## src/rtl/tick_gen.sv

```systemverilog
// Purpose : multi-channel timebase; per-channel one-cycle tick enable and 50% square wave.
// Latency : all outputs are registered; tick/sq change on the edge after the counting edge.
// Backpressure: none; en=0 holds every channel (counters and sq frozen, tick forced low).
//
// Ports:
//   clk      in            system clock
//   rst_n    in            synchronous active-low reset (highest priority)
//   en       in            global run; 0 = hold all channels
//   sync_clr in            synchronous restart of all channels to phase 0 (beats en)
//   tick     out [NUM_CH]  one-cycle pulse at the end of each channel's period
//   sq       out [NUM_CH]  square wave, high for the second half of each period
//
// Optional macro TICK_GEN_SIM_SCALE_EN: divides every period by SIM_SCALE
// (rounded down to even, minimum 2) for fast top-level simulation.
module tick_gen #(
    parameter int                        NUM_CH    = 4,
    parameter int                        CNT_W     = 27,
    parameter logic [NUM_CH*CNT_W-1:0]   PERIODS   = {27'd200_000, 27'd25_000_000,
                                                      27'd50_000_000, 27'd100_000_000},
    parameter int                        SIM_SCALE = 1000
) (
    input  logic              clk,
    input  logic              rst_n,
    input  logic              en,
    input  logic              sync_clr,
    output logic [NUM_CH-1:0] tick,
    output logic [NUM_CH-1:0] sq
);

    localparam longint MAX_P = (longint'(1) << CNT_W) - 1;

`ifdef TICK_GEN_SIM_SCALE_EN
    // Scaled period: divide, force even so sq stays 50%, never below 2.
    function automatic longint eff_period(input longint p);
        longint e;
        e = p / longint'(SIM_SCALE);
        e = e - (e % 2);
        if (e < 2) e = 2;
        return e;
    endfunction
`endif

    if (SIM_SCALE < 1) begin : g_bad_scale
        $error("tick_gen: SIM_SCALE must be >= 1 (got %0d)", SIM_SCALE);
    end

    for (genvar i = 0; i < NUM_CH; i++) begin : g_ch
        localparam longint P_RAW = longint'(PERIODS[i*CNT_W +: CNT_W]);
`ifdef TICK_GEN_SIM_SCALE_EN
        localparam longint PE = eff_period(P_RAW);
`else
        localparam longint PE = P_RAW;
`endif
        localparam logic [CNT_W-1:0] LAST = CNT_W'(PE - 1);
        localparam logic [CNT_W-1:0] HALF = CNT_W'(PE / 2);

        if ((P_RAW % 2) != 0 || P_RAW < 2 || P_RAW > MAX_P) begin : g_bad_period
            $error("tick_gen: channel %0d period %0d must be even, >= 2 and fit CNT_W",
                   i, P_RAW);
        end

        logic [CNT_W-1:0] cnt_q, cnt_d;
        logic             tick_q, tick_d;
        logic             sq_q, sq_d;
        logic             wrap;

        assign wrap = (cnt_q == LAST);

        always_comb begin
            cnt_d  = cnt_q;
            tick_d = 1'b0;
            sq_d   = sq_q;
            if (sync_clr) begin
                // Clear wins over en; a wrap on this edge is discarded.
                cnt_d = '0;
                sq_d  = 1'b0;
            end else if (en) begin
                cnt_d  = wrap ? '0 : cnt_q + CNT_W'(1);
                tick_d = wrap;
                // sq is high while the post-edge count sits in the upper half.
                sq_d   = (cnt_d >= HALF);
            end
        end

        always_ff @(posedge clk) begin
            if (!rst_n) begin
                cnt_q  <= '0;
                tick_q <= 1'b0;
                sq_q   <= 1'b0;
            end else begin
                cnt_q  <= cnt_d;
                tick_q <= tick_d;
                sq_q   <= sq_d;
            end
        end

        assign tick[i] = tick_q;
        assign sq[i]   = sq_q;
    end

endmodule

```

## config.mk

```make
export PLATFORM = sky130hd
export DESIGN_NAME = tick_gen
export DESIGN_NICKNAME = d
export VERILOG_FILES = /design/src/rtl/tick_gen.sv
export SDC_FILE = /design/constraint.sdc
export NUM_CORES = 1
export LEC_CHECK = 0
export BUFFER_PORTS_ARGS = -buffer_cell sky130_fd_sc_hd__buf_2
export CORE_ASPECT_RATIO = 0.7
export CORE_MARGIN = 2
export CORE_UTILIZATION = 40
export DETAILED_ROUTE_END_ITERATION = 10
export MAX_ROUTING_LAYER = met4
export PLACE_DENSITY = 0.62
export RECOVER_POWER = 50
export SLEW_MARGIN = 20
export SYNTH_ARGS = -nofsm -noshare
export SYNTH_HDL_FRONTEND = slang
export SYNTH_SLANG_ARGS = --single-unit
```

## constraint.sdc

```tcl
create_clock -name clk -period 2.1 [get_ports clk]
set_clock_uncertainty 0.1 [all_clocks]
set_input_delay 0 -clock clk [delete_from_list [all_inputs] [get_ports clk]]
set_output_delay 0 -clock clk [all_outputs]
set_load 0.01 [all_outputs]
```

# == Word-level counts from Yosys, hierarchy flattened ==
# Index checks and enable logic that the tools add are counted.
# classes
reduce_logical,2
n_mux,4
add_sub_neg,4
bitwise_logic,2
order_cmp,4
n_eq_ne,4
# op_table
cell,count
$add A27 B1 Y27 const B,4
$mux W27,4
$eq A27 B18 Y1 const B,1
$eq A27 B25 Y1 const B,1
$eq A27 B26 Y1 const B,1
$eq A27 B27 Y1 const B,1
$ge A27 B17 Y1 const B,1
$ge A27 B24 Y1 const B,1
$ge A27 B25 Y1 const B,1
$ge A27 B26 Y1 const B,1
$reduce_or A3 Y1,1
$not A1 Y1,2
$reduce_or A2 Y1,1
# totals
wordCells,32
in_bits,4
output_inout_bits,8
ff_bits,116

# == Logic depth before layout (Yosys ltp) ==
# logic_depth
word_depth,3
ltp_mapped,9
mapped_depth_nobuf,8

# == Worst setup path before layout ==
# OpenSTA, ideal clock, no wires.
# synth_timing
kind,reg2reg
startpoint,register g_ch[1].cnt_q[0]
endpoint,register g_ch[1].sq_q
path_stages_with_launch,10
arrival_ns,2.091
setup_slack_ns,-0.214
synth_period_minus_slack_ns,2.314
required_time_ns,1.878
path_cell_list,dfxtp_1 ha_1 nand3_1 or3_1 or3_1 buf_2 a211oi_2 nor4_1 o31ai_1 a21oi_1
# synth_between
elab_chain_cells,3
elab_cells_between_ends,4
classes_between,1 x add/sub; 1 x order compare; 1 x eq/ne; 1 x mux
# synth_lines
element,line,source
from (decl),62,"logic [CNT_W-1:0] cnt_q, cnt_d;"
from (signal assigned),91,cnt_q <= cnt_d;
$add A27 B1 Y27 or $eq A27 B26 Y1 (tied branches),"78, 67",
$mux W27 *,78,cnt_d = wrap ? '0 : cnt_q + CNT_W'(1);
$ge A27 B25 Y1 *,81,sq_d = (cnt_d >= HALF);
to (signal assigned),93,sq_q <= sq_d;
to (decl),64,"logic sq_q, sq_d;"
# Every way passes the cells marked *; elsewhere a longest branch is shown, timed or not.
# A chain may end at the register's enable or synchronous reset.

# == Worst setup path in the final report ==
# layout_timing
startpoint,register g_ch[1].cnt_q[1]
endpoint,register g_ch[1].sq_q
# Same word-level chain as after synthesis.

==> results.rst <==
.. list-table::
   :header-rows: 1

   * - Metric
     - Value
   * - Pin count of the biggest net entering global routing
     - 46
   * - CTS H-tree lvls
     - 4
   * - Initial detailed-routing violation count
     - 898
   * - Number of diodes added for antenna fixing
     - 0
   * - Synthesized Nets
     - 1,000
   * - First-pass iteration count of the detailed router
     - 5
   * - Final period util
     - 1.098
   * - Crit path capture type
     - flip-flop
   * - Multiplexer area fraction after synthesis
     - 0.01800
   * - Worst Setup Slack post-DPL
     - -0.2318 ns
   * - Via-per-instance ratio
     - 5.621
   * - List of most frequent post-synthesis cells
     - sky130_fd_sc_hd__nor2_1, sky130_fd_sc_hd__dfxtp_1, sky130_fd_sc_hd__nand2_1
   * - Async set-reset flop share out of synthesis
     - 0
   * - Cell row count
     - roughly 40
   * - Root Buffer
     - sky130_fd_sc_hd__clkbuf_16
   * - Worst hold slack
     - 0.3890 ns
   * - Fraction of met1 tracks used by global routing
     - 0.3395
   * - Yosys synthesis warning count
     - 0
   * - Required time of the worst setup path
     - 2.28 ns
   * - Total design power
     - 5.218 mW
   * - Core Region
     - between 15,000 and 20,000 um2
   * - Starting Density
     - 0.4091
   * - Slew HR
     - 0.5923
   * - Final setup slack of the worst path
     - -0.2067 ns
   * - Clock Path Buffers
     - 2
   * - Global-route layer with the greatest usage
     - met1
   * - Clock buffer count from CTS
     - 17
   * - Critical-path cell with the highest stage delay
     - sky130_fd_sc_hd__or3_4
   * - Most area-consuming cells after synthesis
     - sky130_fd_sc_hd__dfxtp_1, sky130_fd_sc_hd__nor2_1, sky130_fd_sc_hd__a21oi_1
   * - Share of the synthesized area in compound gates (AO/OA/AOI/OAI)
     - 0.1515
   * - Sum of routed wire length over all layers
     - 22.61 mm
   * - Port Buffer Count
     - 11
   * - Synthesized instance count
     - 992
   * - Horiz. Die Dim
     - 166.2 um
   * - Hold Crit Class
     - flip-flop to flip-flop
   * - Portion of total power attributed to the clock network
     - 0.535
   * - Unrepaired setup endpoints after global routing
     - true
   * - Cell-by-cell listing of the critical path
     - ha_4, nand3_4, or3_4, or3_4, a211oi_2, nor4_1, o31ai_1, a21oi_1
   * - Max Transition Viols Final
     - 0
   * - Crit path kind
     - flip-flop to flip-flop
   * - Post-Syn Area per Cell
     - between 7 and 8 um2
   * - Met3 capacity usage during global routing
     - 0.04707
   * - TritonCTS clock tree
     - done
   * - Most common cell in the netlist
     - sky130_fd_sc_hd__nor2_1
   * - Internal
     - 3.995 mW
   * - Top-level port count
     - 12
   * - HPWL after detailed placement
     - about 15 mm
   * - Final setup violation count
     - 13
   * - Most used flip-flop cell after synthesis
     - sky130_fd_sc_hd__dfxtp_1
   * - Post-route standard cell area excluding fillers
     - 10,330 um2
   * - Total Nets Final
     - between 1,000 and 1,500
   * - Number of cells after detailed placement
     - 1,376
   * - Critical path peak fanout
     - 4
   * - Die outline area
     - 19,540 um2
   * - Static Leak
     - approximately 3.8 nW
   * - Met2 Usage GRT
     - 0.3166
   * - Flop and latch count out of synthesis
     - 116
   * - Grt total ovfl
     - 0
   * - Global-route wire length before repair
     - 36.31 mm
   * - Adder-cell share of the synthesized area
     - 0.006793
   * - Vias in the first global route
     - 7,230
   * - Count of antenna-violating nets left after detailed routing
     - 0
   * - Number of hold violations in the final report
     - 0
   * - Total power density per cell area
     - 505.0 nW/um2
   * - Result of the run
     - finished, violations left
   * - Worst-Margin Slew
     - roughly 0.61 ns
   * - Total routing usage reported by global routing
     - 0.2298
   * - Fill cell count
     - between 1,500 and 2,000
   * - Routability congestion estimate from global placement
     - 0.8949
   * - Die Ht
     - 117.5 um
   * - Per-cell routed wire length
     - ~16 um
   * - Synthesized-area fraction occupied by xor and xnor cells
     - 0.08560
   * - Vias after detailed routing
     - 8,033
   * - Synth-to-Final Area Change
     - 40.25%
   * - Max-capacitance violation count
     - 0
   * - Power share of the combinational group
     - 0.040
   * - Sequential cell area
     - 2374 um2
   * - Cell with the most instances on the worst path
     - sky130_fd_sc_hd__or3_4
   * - EDFF count, synth
     - 0
   * - Area share of the leading cell type in the synthesized netlist
     - 0.3152
   * - Sink Count
     - 116
   * - Antenna violations before repair
     - 0
   * - Ratio of cells with drive above 1 in the final layout
     - 0.3303
   * - CTS clk-pin slew, worst paths
     - around 0.050 ns
   * - Setup TNS
     - -0.6017 ns
   * - Mapped cell area
     - between 7000 and 8000 um2
   * - Final standard cell count with taps included and fillers excluded
     - approximately 1,400
   * - Maximum single-stage delay on the critical path
     - around 0.38 ns
   * - Highest Clock Rate
     - 433.5 MHz
   * - Part of the total power dissipated in sequential elements
     - 0.424
   * - Placed inst area
     - 9165 um2
   * - Area taken by multi-input logic gates
     - approximately 5200 um2
   * - Largest voltage drop on the vdd net
     - between 500 and 600 uV
   * - Failing checks
     - setup timing
   * - DRC viols
     - 0
   * - Proportion of total power due to net switching
     - 0.2343
   * - Data arrival time of the worst path
     - between 2 and 2.5 ns
   * - Final min period
     - 2.307 ns
   * - Psw
     - 1.222 mW
   * - Dominant combinational cell family by area after synthesis
     - simple AND/OR/NAND/NOR gates
   * - Sort of element at the start of the critical path
     - flip-flop
   * - Latest clock arrival within the worst-skew pair
     - 0.42 ns
   * - Sequential area share after synthesis
     - 0.3152
   * - Cell variety after synth
     - 74
   * - Final core occ
     - 0.5738
   * - Simple logic cell fraction of the synthesized area
     - 0.3702
   * - Cell type with the largest total area after synthesis
     - sky130_fd_sc_hd__dfxtp_1
worst max-delay path, delay by kind of cell, from the launching register on:
family	cells	cell delay, ns
and+or+nand+nor	4	0.92
AOI/OAI and AO/OA	3	0.65
DFF	1	0.35
adders and majority gates	1	0.16
power by group through the flow:
stage               Clock (mW)  Sequential, mW  Combinational [mW]
global route              2.94            2.21               0.228
global placement             0            2.27               0.192
finish                    2.79            2.21               0.211
floorplan                    0            2.26               0.105
CTS                       2.84            2.22               0.201
detailed placement           0            2.27               0.193
metal layers:
layer / share of wire / wire length (um) / vias up
met5: 0 / 0 / -
met4: 0.0061 / 139 / 0
met3: 0.056 / 1265 / 20
met2: 0.43 / 9795 / 211
met1: 0.50 / 11410 / 3833
li1: - / - / 3969
registers in the layout (all words and copies together), names as in the netlist:
register / cells
g_ch.cnt_q: 108
g_ch.sq_q: 4
g_ch.tick_q: 4
final cells by class:
class,count,share of cell area
well taps,236,0.02858
inverters,8,0.002906
clock inverters,12,0.01114
flip-flops and latches,116,0.2297
clock buffers,19,0.04190
multi-input cells,789,0.5000
repair buffers,249,0.1858
cell usage in the layout, fill, tap and decap left out, types with 5 or more instances in the layout:
cell type,Yosys,layout
sky130_fd_sc_hd__nor4_2,3,10
sky130_fd_sc_hd__nor4_4,2,6
sky130_fd_sc_hd__nand2_1,101,98
sky130_fd_sc_hd__o211ai_1,5,5
sky130_fd_sc_hd__o21ai_0,57,48
sky130_fd_sc_hd__nand4_1,29,29
sky130_fd_sc_hd__inv_1,7,7
sky130_fd_sc_hd__dfxtp_4,0,5
sky130_fd_sc_hd__clkbuf_16,0,18
sky130_fd_sc_hd__buf_4,12,219
sky130_fd_sc_hd__or3_1,28,24
sky130_fd_sc_hd__clkbuf_1,48,12
sky130_fd_sc_hd__dfxtp_1,116,85
sky130_fd_sc_hd__o21ai_2,0,5
sky130_fd_sc_hd__nor3b_1,12,12
sky130_fd_sc_hd__a31oi_1,9,9
sky130_fd_sc_hd__and2_1,6,5
sky130_fd_sc_hd__o31ai_1,5,5
sky130_fd_sc_hd__nand3b_1,6,6
sky130_fd_sc_hd__clkinv_2,0,8
sky130_fd_sc_hd__and3_1,27,21
sky130_fd_sc_hd__and4_1,18,11
sky130_fd_sc_hd__a21oi_2,0,7
sky130_fd_sc_hd__nor3_1,45,41
sky130_fd_sc_hd__and4_4,0,5
sky130_fd_sc_hd__dfxtp_2,0,26
sky130_fd_sc_hd__nand3_1,52,43
sky130_fd_sc_hd__xor2_1,45,45
sky130_fd_sc_hd__o21ai_1,1,5
sky130_fd_sc_hd__xnor2_1,27,26
sky130_fd_sc_hd__mux2i_1,11,11
sky130_fd_sc_hd__nor2_1,117,113
sky130_fd_sc_hd__buf_6,0,8
sky130_fd_sc_hd__a21oi_1,79,71
sky130_fd_sc_hd__nand3_4,0,5
sky130_fd_sc_hd__nor4_1,26,15
final timing paths:
path                                       start          endpoint  slack (ns)  cells after the start
worst max-delay path            g_ch[1].cnt_q[1]      g_ch[1].sq_q       -0.21                      8
worst min-delay path            g_ch[3].cnt_q[1]  g_ch[3].cnt_q[1]        0.39                      2
worst max register to register  g_ch[1].cnt_q[1]      g_ch[1].sq_q       -0.21                      8
worst min register to register  g_ch[3].cnt_q[1]  g_ch[3].cnt_q[1]        0.39                      2
cells by family after synthesis:
kind of cell	after synthesis
AND/OR/NAND/NOR	509
multiplexers	13
XOR/XNOR	72
AO/OA/AOI/OAI	191
flip-flops	116
adder cells (fa/ha/maj)	4
buffers and inverters	87
timing repair:
item | 4_1_cts | 5_1_grt
pin swaps | 8 | 34
setup buffers | 2 | 15
endpoints found under the hold margin | 23 | 0
gates cloned | 0 | 1
hold buffers | 4 | 0
gates resized for setup | 24 | 105
setup endpoints to repair | 29 | 55
Power figures use the tool's default switching activity.
